File: config.mk
export PLATFORM = sky130hd
export DESIGN_NAME = collision_hit_arbiter_flat
export DESIGN_NICKNAME = d
export VERILOG_FILES = /design/src/rtl/collision_hit_arbiter_if.sv /design/src/rtl/collision_hit_arbiter.sv /design/src/flat_wrapper.sv
export SDC_FILE = /design/constraint.sdc
export NUM_CORES = 1
export LEC_CHECK = 0
export ABC_AREA = 1
export CORE_ASPECT_RATIO = 1.5
export CORE_MARGIN = 10
export CORE_UTILIZATION = 51
export CTS_CLUSTER_SIZE = 14
export DETAILED_ROUTE_END_ITERATION = 16
export HOLD_SLACK_MARGIN = 0.05
export PLACE_DENSITY = 0.75
export SYNTH_ARGS = -nofsm -noshare
export SYNTH_HDL_FRONTEND = slang
export SYNTH_SLANG_ARGS = --single-unit
File: constraint.sdc
create_clock -name clk -period 2.03 [get_ports clk]
set_clock_uncertainty 0.1 [all_clocks]
set_input_delay 0.5075 -clock clk [delete_from_list [all_inputs] [get_ports clk]]
set_output_delay 0.5075 -clock clk [all_outputs]
set_load 0.01 [all_outputs]
File: src/rtl/collision_hit_arbiter_if.sv
// Bundles the per-pixel drawing requests coming in from the object drawers
// and the hit indications going out to the movers.
interface collision_hit_arbiter_if #(
    parameter int COUNT_WIDTH = 8
);
    logic                   startOfFrame;
    logic                   playerDR;
    logic                   targetDR;
    logic                   borderDR;
    logic                   singleHit;
    logic                   borderHit;
    logic                   collisionActive;
    logic [COUNT_WIDTH-1:0] hitCount;

    modport master (
        output startOfFrame, playerDR, targetDR, borderDR,
        input  singleHit, borderHit, collisionActive, hitCount
    );

    modport slave (
        input  startOfFrame, playerDR, targetDR, borderDR,
        output singleHit, borderHit, collisionActive, hitCount
    );
endinterface

File: src/rtl/collision_hit_arbiter.sv
// Turns per-pixel player/target and player/border overlaps into debounced
// one-clock hit pulses: one singleHit per contact (overlap threshold plus a
// frame-based cooldown) and one borderHit per frame.
//
// state       | meaning
// ------------+-----------------------------------------------------------
// ST_ARMED    | waiting for the frame's overlap count to reach MIN_OVERLAP
// ST_HIT      | hit fired this frame; leaves on the next start of frame
// ST_COOLDOWN | counting frame starts down before re-arming
module collision_hit_arbiter #(
    parameter int MIN_OVERLAP     = 4,
    parameter int COOLDOWN_FRAMES = 8,
    parameter int COUNT_WIDTH     = 8
) (
    input  logic                    clk,
    input  logic                    resetN,
    collision_hit_arbiter_if.slave  bus
);
    typedef enum logic [1:0] {
        ST_ARMED    = 2'd0,
        ST_HIT      = 2'd1,
        ST_COOLDOWN = 2'd2
    } state_t;

    localparam logic [9:0] MIN_OVL = 10'(MIN_OVERLAP);
    localparam logic [7:0] CD_INIT = (COOLDOWN_FRAMES > 0) ? 8'(COOLDOWN_FRAMES - 1) : 8'd0;

    state_t                 state_q, state_d;
    logic [9:0]             ovl_cnt_q, ovl_cnt_d;
    logic [7:0]             cd_cnt_q, cd_cnt_d;
    logic                   border_seen_q, border_seen_d;
    logic                   single_hit_q, single_hit_d;
    logic                   border_hit_q, border_hit_d;
    logic                   active_q;
    logic [COUNT_WIDTH-1:0] hit_cnt_q, hit_cnt_d;

    logic sof;
    logic ovl;
    logic bov;

    assign sof = bus.startOfFrame;
    assign ovl = bus.playerDR & bus.targetDR;
    assign bov = bus.playerDR & bus.borderDR;

    // Per-frame overlap counter; the SOF pixel already belongs to the new frame.
    always_comb begin
        ovl_cnt_d = ovl_cnt_q;
        if (sof) begin
            ovl_cnt_d = {9'd0, ovl};
        end else if (ovl && (ovl_cnt_q != 10'h3FF)) begin
            ovl_cnt_d = ovl_cnt_q + 10'd1;
        end
    end

    // Hit FSM next state, cooldown counter, hit pulse and saturating hit count.
    // Armed compares the updated count, so a count already sitting at the
    // threshold when re-arming fires on the first armed cycle.
    always_comb begin
        state_d      = state_q;
        cd_cnt_d     = cd_cnt_q;
        single_hit_d = 1'b0;
        hit_cnt_d    = hit_cnt_q;
        case (state_q)
            ST_ARMED: begin
                if (ovl_cnt_d == MIN_OVL) begin
                    state_d      = ST_HIT;
                    single_hit_d = 1'b1;
                    if (hit_cnt_q != {COUNT_WIDTH{1'b1}}) begin
                        hit_cnt_d = hit_cnt_q + COUNT_WIDTH'(1);
                    end
                end
            end
            ST_HIT: begin
                if (sof) begin
                    if (COOLDOWN_FRAMES > 0) begin
                        state_d  = ST_COOLDOWN;
                        cd_cnt_d = CD_INIT;
                    end else begin
                        state_d = ST_ARMED;
                    end
                end
            end
            ST_COOLDOWN: begin
                if (sof) begin
                    if (cd_cnt_q == 8'd0) begin
                        state_d = ST_ARMED;
                    end else begin
                        cd_cnt_d = cd_cnt_q - 8'd1;
                    end
                end
            end
            default: begin
                state_d = ST_ARMED;
            end
        endcase
    end

    // First player/border overlap of each frame, including the SOF pixel.
    always_comb begin
        border_hit_d  = 1'b0;
        border_seen_d = border_seen_q;
        if (sof) begin
            border_hit_d  = bov;
            border_seen_d = bov;
        end else if (bov && !border_seen_q) begin
            border_hit_d  = 1'b1;
            border_seen_d = 1'b1;
        end
    end

    // All state and outputs registered; reset clears everything at once.
    always_ff @(posedge clk or negedge resetN) begin
        if (!resetN) begin
            state_q       <= ST_ARMED;
            ovl_cnt_q     <= 10'd0;
            cd_cnt_q      <= 8'd0;
            border_seen_q <= 1'b0;
            single_hit_q  <= 1'b0;
            border_hit_q  <= 1'b0;
            active_q      <= 1'b0;
            hit_cnt_q     <= '0;
        end else begin
            state_q       <= state_d;
            ovl_cnt_q     <= ovl_cnt_d;
            cd_cnt_q      <= cd_cnt_d;
            border_seen_q <= border_seen_d;
            single_hit_q  <= single_hit_d;
            border_hit_q  <= border_hit_d;
            active_q      <= ovl;
            hit_cnt_q     <= hit_cnt_d;
        end
    end

    assign bus.singleHit       = single_hit_q;
    assign bus.borderHit       = border_hit_q;
    assign bus.collisionActive = active_q;
    assign bus.hitCount        = hit_cnt_q;
endmodule

File: src/flat_wrapper.sv
// flat-port wrapper written by rule: the top's interface ports become plain ports
module collision_hit_arbiter_flat 
#(
    parameter int MIN_OVERLAP     = 4,
    parameter int COOLDOWN_FRAMES = 8,
    parameter int COUNT_WIDTH     = 8
)
  (clk, resetN, bus_startOfFrame, bus_playerDR, bus_targetDR, bus_borderDR, bus_singleHit, bus_borderHit, bus_collisionActive, bus_hitCount);
  collision_hit_arbiter_if #(.COUNT_WIDTH(COUNT_WIDTH)) bus_i ();
  input  logic clk;
  input  logic resetN;
  input wire logic [$bits(bus_i.startOfFrame)-1:0] bus_startOfFrame;
  input wire logic [$bits(bus_i.playerDR)-1:0] bus_playerDR;
  input wire logic [$bits(bus_i.targetDR)-1:0] bus_targetDR;
  input wire logic [$bits(bus_i.borderDR)-1:0] bus_borderDR;
  output wire logic [$bits(bus_i.singleHit)-1:0] bus_singleHit;
  output wire logic [$bits(bus_i.borderHit)-1:0] bus_borderHit;
  output wire logic [$bits(bus_i.collisionActive)-1:0] bus_collisionActive;
  output wire logic [$bits(bus_i.hitCount)-1:0] bus_hitCount;
  assign bus_i.startOfFrame = bus_startOfFrame;
  assign bus_i.playerDR = bus_playerDR;
  assign bus_i.targetDR = bus_targetDR;
  assign bus_i.borderDR = bus_borderDR;
  assign bus_singleHit = bus_i.singleHit;
  assign bus_borderHit = bus_i.borderHit;
  assign bus_collisionActive = bus_i.collisionActive;
  assign bus_hitCount = bus_i.hitCount;
  collision_hit_arbiter #(.MIN_OVERLAP(MIN_OVERLAP), .COOLDOWN_FRAMES(COOLDOWN_FRAMES), .COUNT_WIDTH(COUNT_WIDTH)) u_core (.clk(clk), .resetN(resetN), .bus(bus_i));
endmodule
==> results_dict.tcl <==
set metrics [dict create \
    synth-edff-count 0 \
    p_per_area_nw_per_um2 779 \
    synthCells 259 \
    path_cells "ha_2, nand2_2, nor2_4, nand3_4, nand2_4, buf_6, inv_2, nand2_2, nand2_2, o21ai_4, nand3_2, nor2_4, nand2_1, nand2_1" \
    ant_nets 0 \
    worst-r2r-cell-count 14 \
    wirelength_um 4910 \
    drc 0 \
    layout_setup_ws_ps -20.6 \
    cp_slowest_stage_delay_ps 360 \
    ys_ff_latch 32 \
    seq_area_frac_synth 0.423 \
    p_leak_nw 1.44 \
    synth_top_flop_cell "dfrtp_1" \
    slowest_stage "dfrtp_1" \
    fillers 252 \
    core-area_sq_um 3610 \
    cts-htree-levels 2 \
    pre_cts_ws_ps -424 \
    via_count 1910 \
    num_rows 27 \
    cts_tree "yes" \
    async_flop_share 1.00 \
    synth_common_cells "nand2_1 (87), inv_1 (42), dfrtp_1 (32)" \
    hold_start "u_core.border_seen_q$_DFFE_PN0P_" \
    synth_area_leaders "dfrtp_1 (42%), nand2_1 (17%), inv_1 (8.3%)" \
    status "finished with violations" \
    syn-cell-area_sq_um 1890 \
    violations "negative setup slack" \
    yosysTopAreaCell "dfrtp_1" \
    drt_first_iter_violations 91 \
    antenna_found_initial 0 \
    cts-root-buf "clkbuf_8" \
    path_buf_inv 2 \
    hold_violations 0 \
    slew_viol_final 0 \
    antenna_cells 0 \
    hold_depth 1 \
    multi_input_area_sq_um 1040 \
    grt_pass1_wl_um 8120 \
    synth.distinct_cells 25 \
    cp.arrival_ps 2180 \
    io_buffers 16 \
    first_global_vias 1922 \
    grt_overflow 0 \
    grt_max_degree 33 \
    cts_made_buffers 5 \
    yosysWarningCount 0 \
    r2r-end "u_core.bus.hitCount[6]$_DFFE_PN0P_" \
    clock_path_buffers 2 \
    fp.dieH_um 94.6 \
    hold_class "flop to flop" \
    ios 17 \
    reg2reg_from "u_core.ovl_cnt_q[0]$_DFF_PN0_" \
    synthToLayoutAreaGrowth_pct 43.6 \
    path_clk_slew_ps 70 \
    layout_min_cycle_time_ps 2050 \
    final_nets 337 \
    critPathMaxFanout 8 \
    dp_hpwl_um 3330 \
    crit_type "flop to flop" \
    crit_family "simple AND/OR/NAND/NOR gates" \
    dieArea_sq_um 6600 \
    final_area_sq_um 2720 \
    drtPass1Iterations 5 \
    whs_endpoint "u_core.bus.borderHit$_DFF_PN0_" \
    worst_hold_slack_ps 345 \
    syn_area_per_cell_sq_um 7.31 \
    path_common_cell "nand2_2" \
    placedInstanceArea_sq_um 2400 \
    ir_drop_v 0.000860 \
    drive_gt1_frac 0.290 \
    initial_core_util 0.524 \
    slew_headroom 0.736 \
    worst_pin_slew_ps 396 \
    fmax_ghz 0.488 \
    regToRegSetupSlack_ps -20 \
    register_area_sq_um 801 \
    syn-num-nets 269 \
    maxCapViolations 0 \
    fp.dieW_um 69.8 \
    hold_buffers 0 \
    yosysMostFrequentCell "nand2_1" \
    rsz0062_at_grt "yes" \
    setup-violations-final 6 \
    synth_top_area_share 0.423 \
    cp_data_required_time_ps 2160 \
    clkSinkCount 32 \
    wire_per_inst_um 13.2 \
    gp_congestion 0.922 \
    cp-end-kind "flop" \
    grt.total_usage 0.148 \
    crit_path_start_kind "flop" \
    via_per_inst 5.15 \
    clock_latency_ps 290 \
    tns_ps -60.4 \
    final_core_util 0.753 \
    post-route-period-util 1.01 \
]
==> routing by layer <==
metal  vias up  track usage  routed length [um]
met5         -            0                   0
met2        41        0.284                2770
met1       910        0.136                1810
li1        940            -                   -
met4         0       0.0875                 157
met3        19       0.0399                 172
==> how the worst max path moves through the flow <==
stage | start | endpoint | slack, ps | cells past startpoint
floorplan | u_core.ovl_cnt_q[0]$_DFF_PN0_ | u_core.bus.hitCount[0]$_DFFE_PN0P_ | 100 | 13
global placement | bus_playerDR | u_core.bus.hitCount[2]$_DFFE_PN0P_ | -360 | 12
detailed placement | bus_playerDR | u_core.bus.hitCount[1]$_DFFE_PN0P_ | -420 | 12
CTS | u_core.ovl_cnt_q[0]$_DFF_PN0_ | u_core.bus.hitCount[3]$_DFFE_PN0P_ | -50 | 14
global route | u_core.ovl_cnt_q[1]$_DFF_PN0_ | u_core.bus.hitCount[0]$_DFFE_PN0P_ | -160 | 14
finish | u_core.ovl_cnt_q[0]$_DFF_PN0_ | u_core.bus.hitCount[6]$_DFFE_PN0P_ | -20 | 14
==> per-stage QoR <==
stage	instances	total power, mW
finish	371	2.12
global route	371	2.26
CTS	370	2.12
detailed placement	356	1.42
global placement	356	1.40
floorplan	259	1.19
==> state kept, by name (all words and copies together) (netlist names) <==
signal                      cells
u_core.bus.collisionActive      1
u_core.state_q                  2
u_core.cd_cnt_q                 8
u_core.ovl_cnt_q               10
u_core.bus.borderHit            1
u_core.bus.singleHit            1
u_core.border_seen_q            1
u_core.bus.hitCount             8
==> cell usage in the layout, fill, tap and decap left out, types with 3 or more instances in the layout <==
| cell | synthesis | routed |
|---|---|---|
| a21oi_1 | 4 | 4 |
| buf_4 | 0 | 44 |
| buf_6 | 1 | 4 |
| clkbuf_8 | 0 | 7 |
| clkdlybuf4s50_1 | 0 | 14 |
| dfrtp_1 | 32 | 32 |
| ha_1 | 4 | 3 |
| inv_1 | 42 | 41 |
| nand2_1 | 87 | 76 |
| nand2_2 | 3 | 10 |
| nand2_4 | 0 | 4 |
| nand3_1 | 21 | 14 |
| nand3_2 | 3 | 9 |
| nand3b_1 | 3 | 3 |
| nand4_1 | 7 | 7 |
| nor2_1 | 18 | 17 |
| nor2_4 | 4 | 5 |
| nor3_1 | 6 | 4 |
| o21ai_0 | 5 | 4 |
| xor2_1 | 7 | 7 |
==> cell families after synthesis <==
family | after synthesis | synth area share
adders and majority gates | 4 | 0.0264
buffers and inverters | 47 | 0.0978
and+or+nand+nor | 155 | 0.377
xor gates and xnor gates | 9 | 0.0416
DFF | 32 | 0.423
AOI/OAI and AO/OA | 12 | 0.0343
==> power by group <==
group / internal [mW] / leakage, nW / switching, mW
Clock: 0.433 / 0.0645 / 0.242
Combinational: 0.266 / 0.947 / 0.339
Sequential: 0.747 / 0.425 / 0.0905
Total: 1.45 / 1.44 / 0.672
==> final cells by class <==
cell class              instances  share of cell area
inverters                      44              0.0616
flip-flops and latches         32               0.294
clock inverters                 1              0.0110
repair buffers                 64               0.196
clock buffers                   7              0.0354
well taps                      43              0.0198
multi-input cells             180               0.382
==> timing repair <==
| action | 4_1_cts | 5_1_grt |
|---|---|---|
| gates cloned | 1 | 0 |
| setup buffers | 5 | 1 |
| pin swaps | 23 | 21 |
| setup endpoints to repair | 9 | 10 |
| resized for setup | 28 | 13 |
Note: power is estimated with default switching activity, not from simulation.
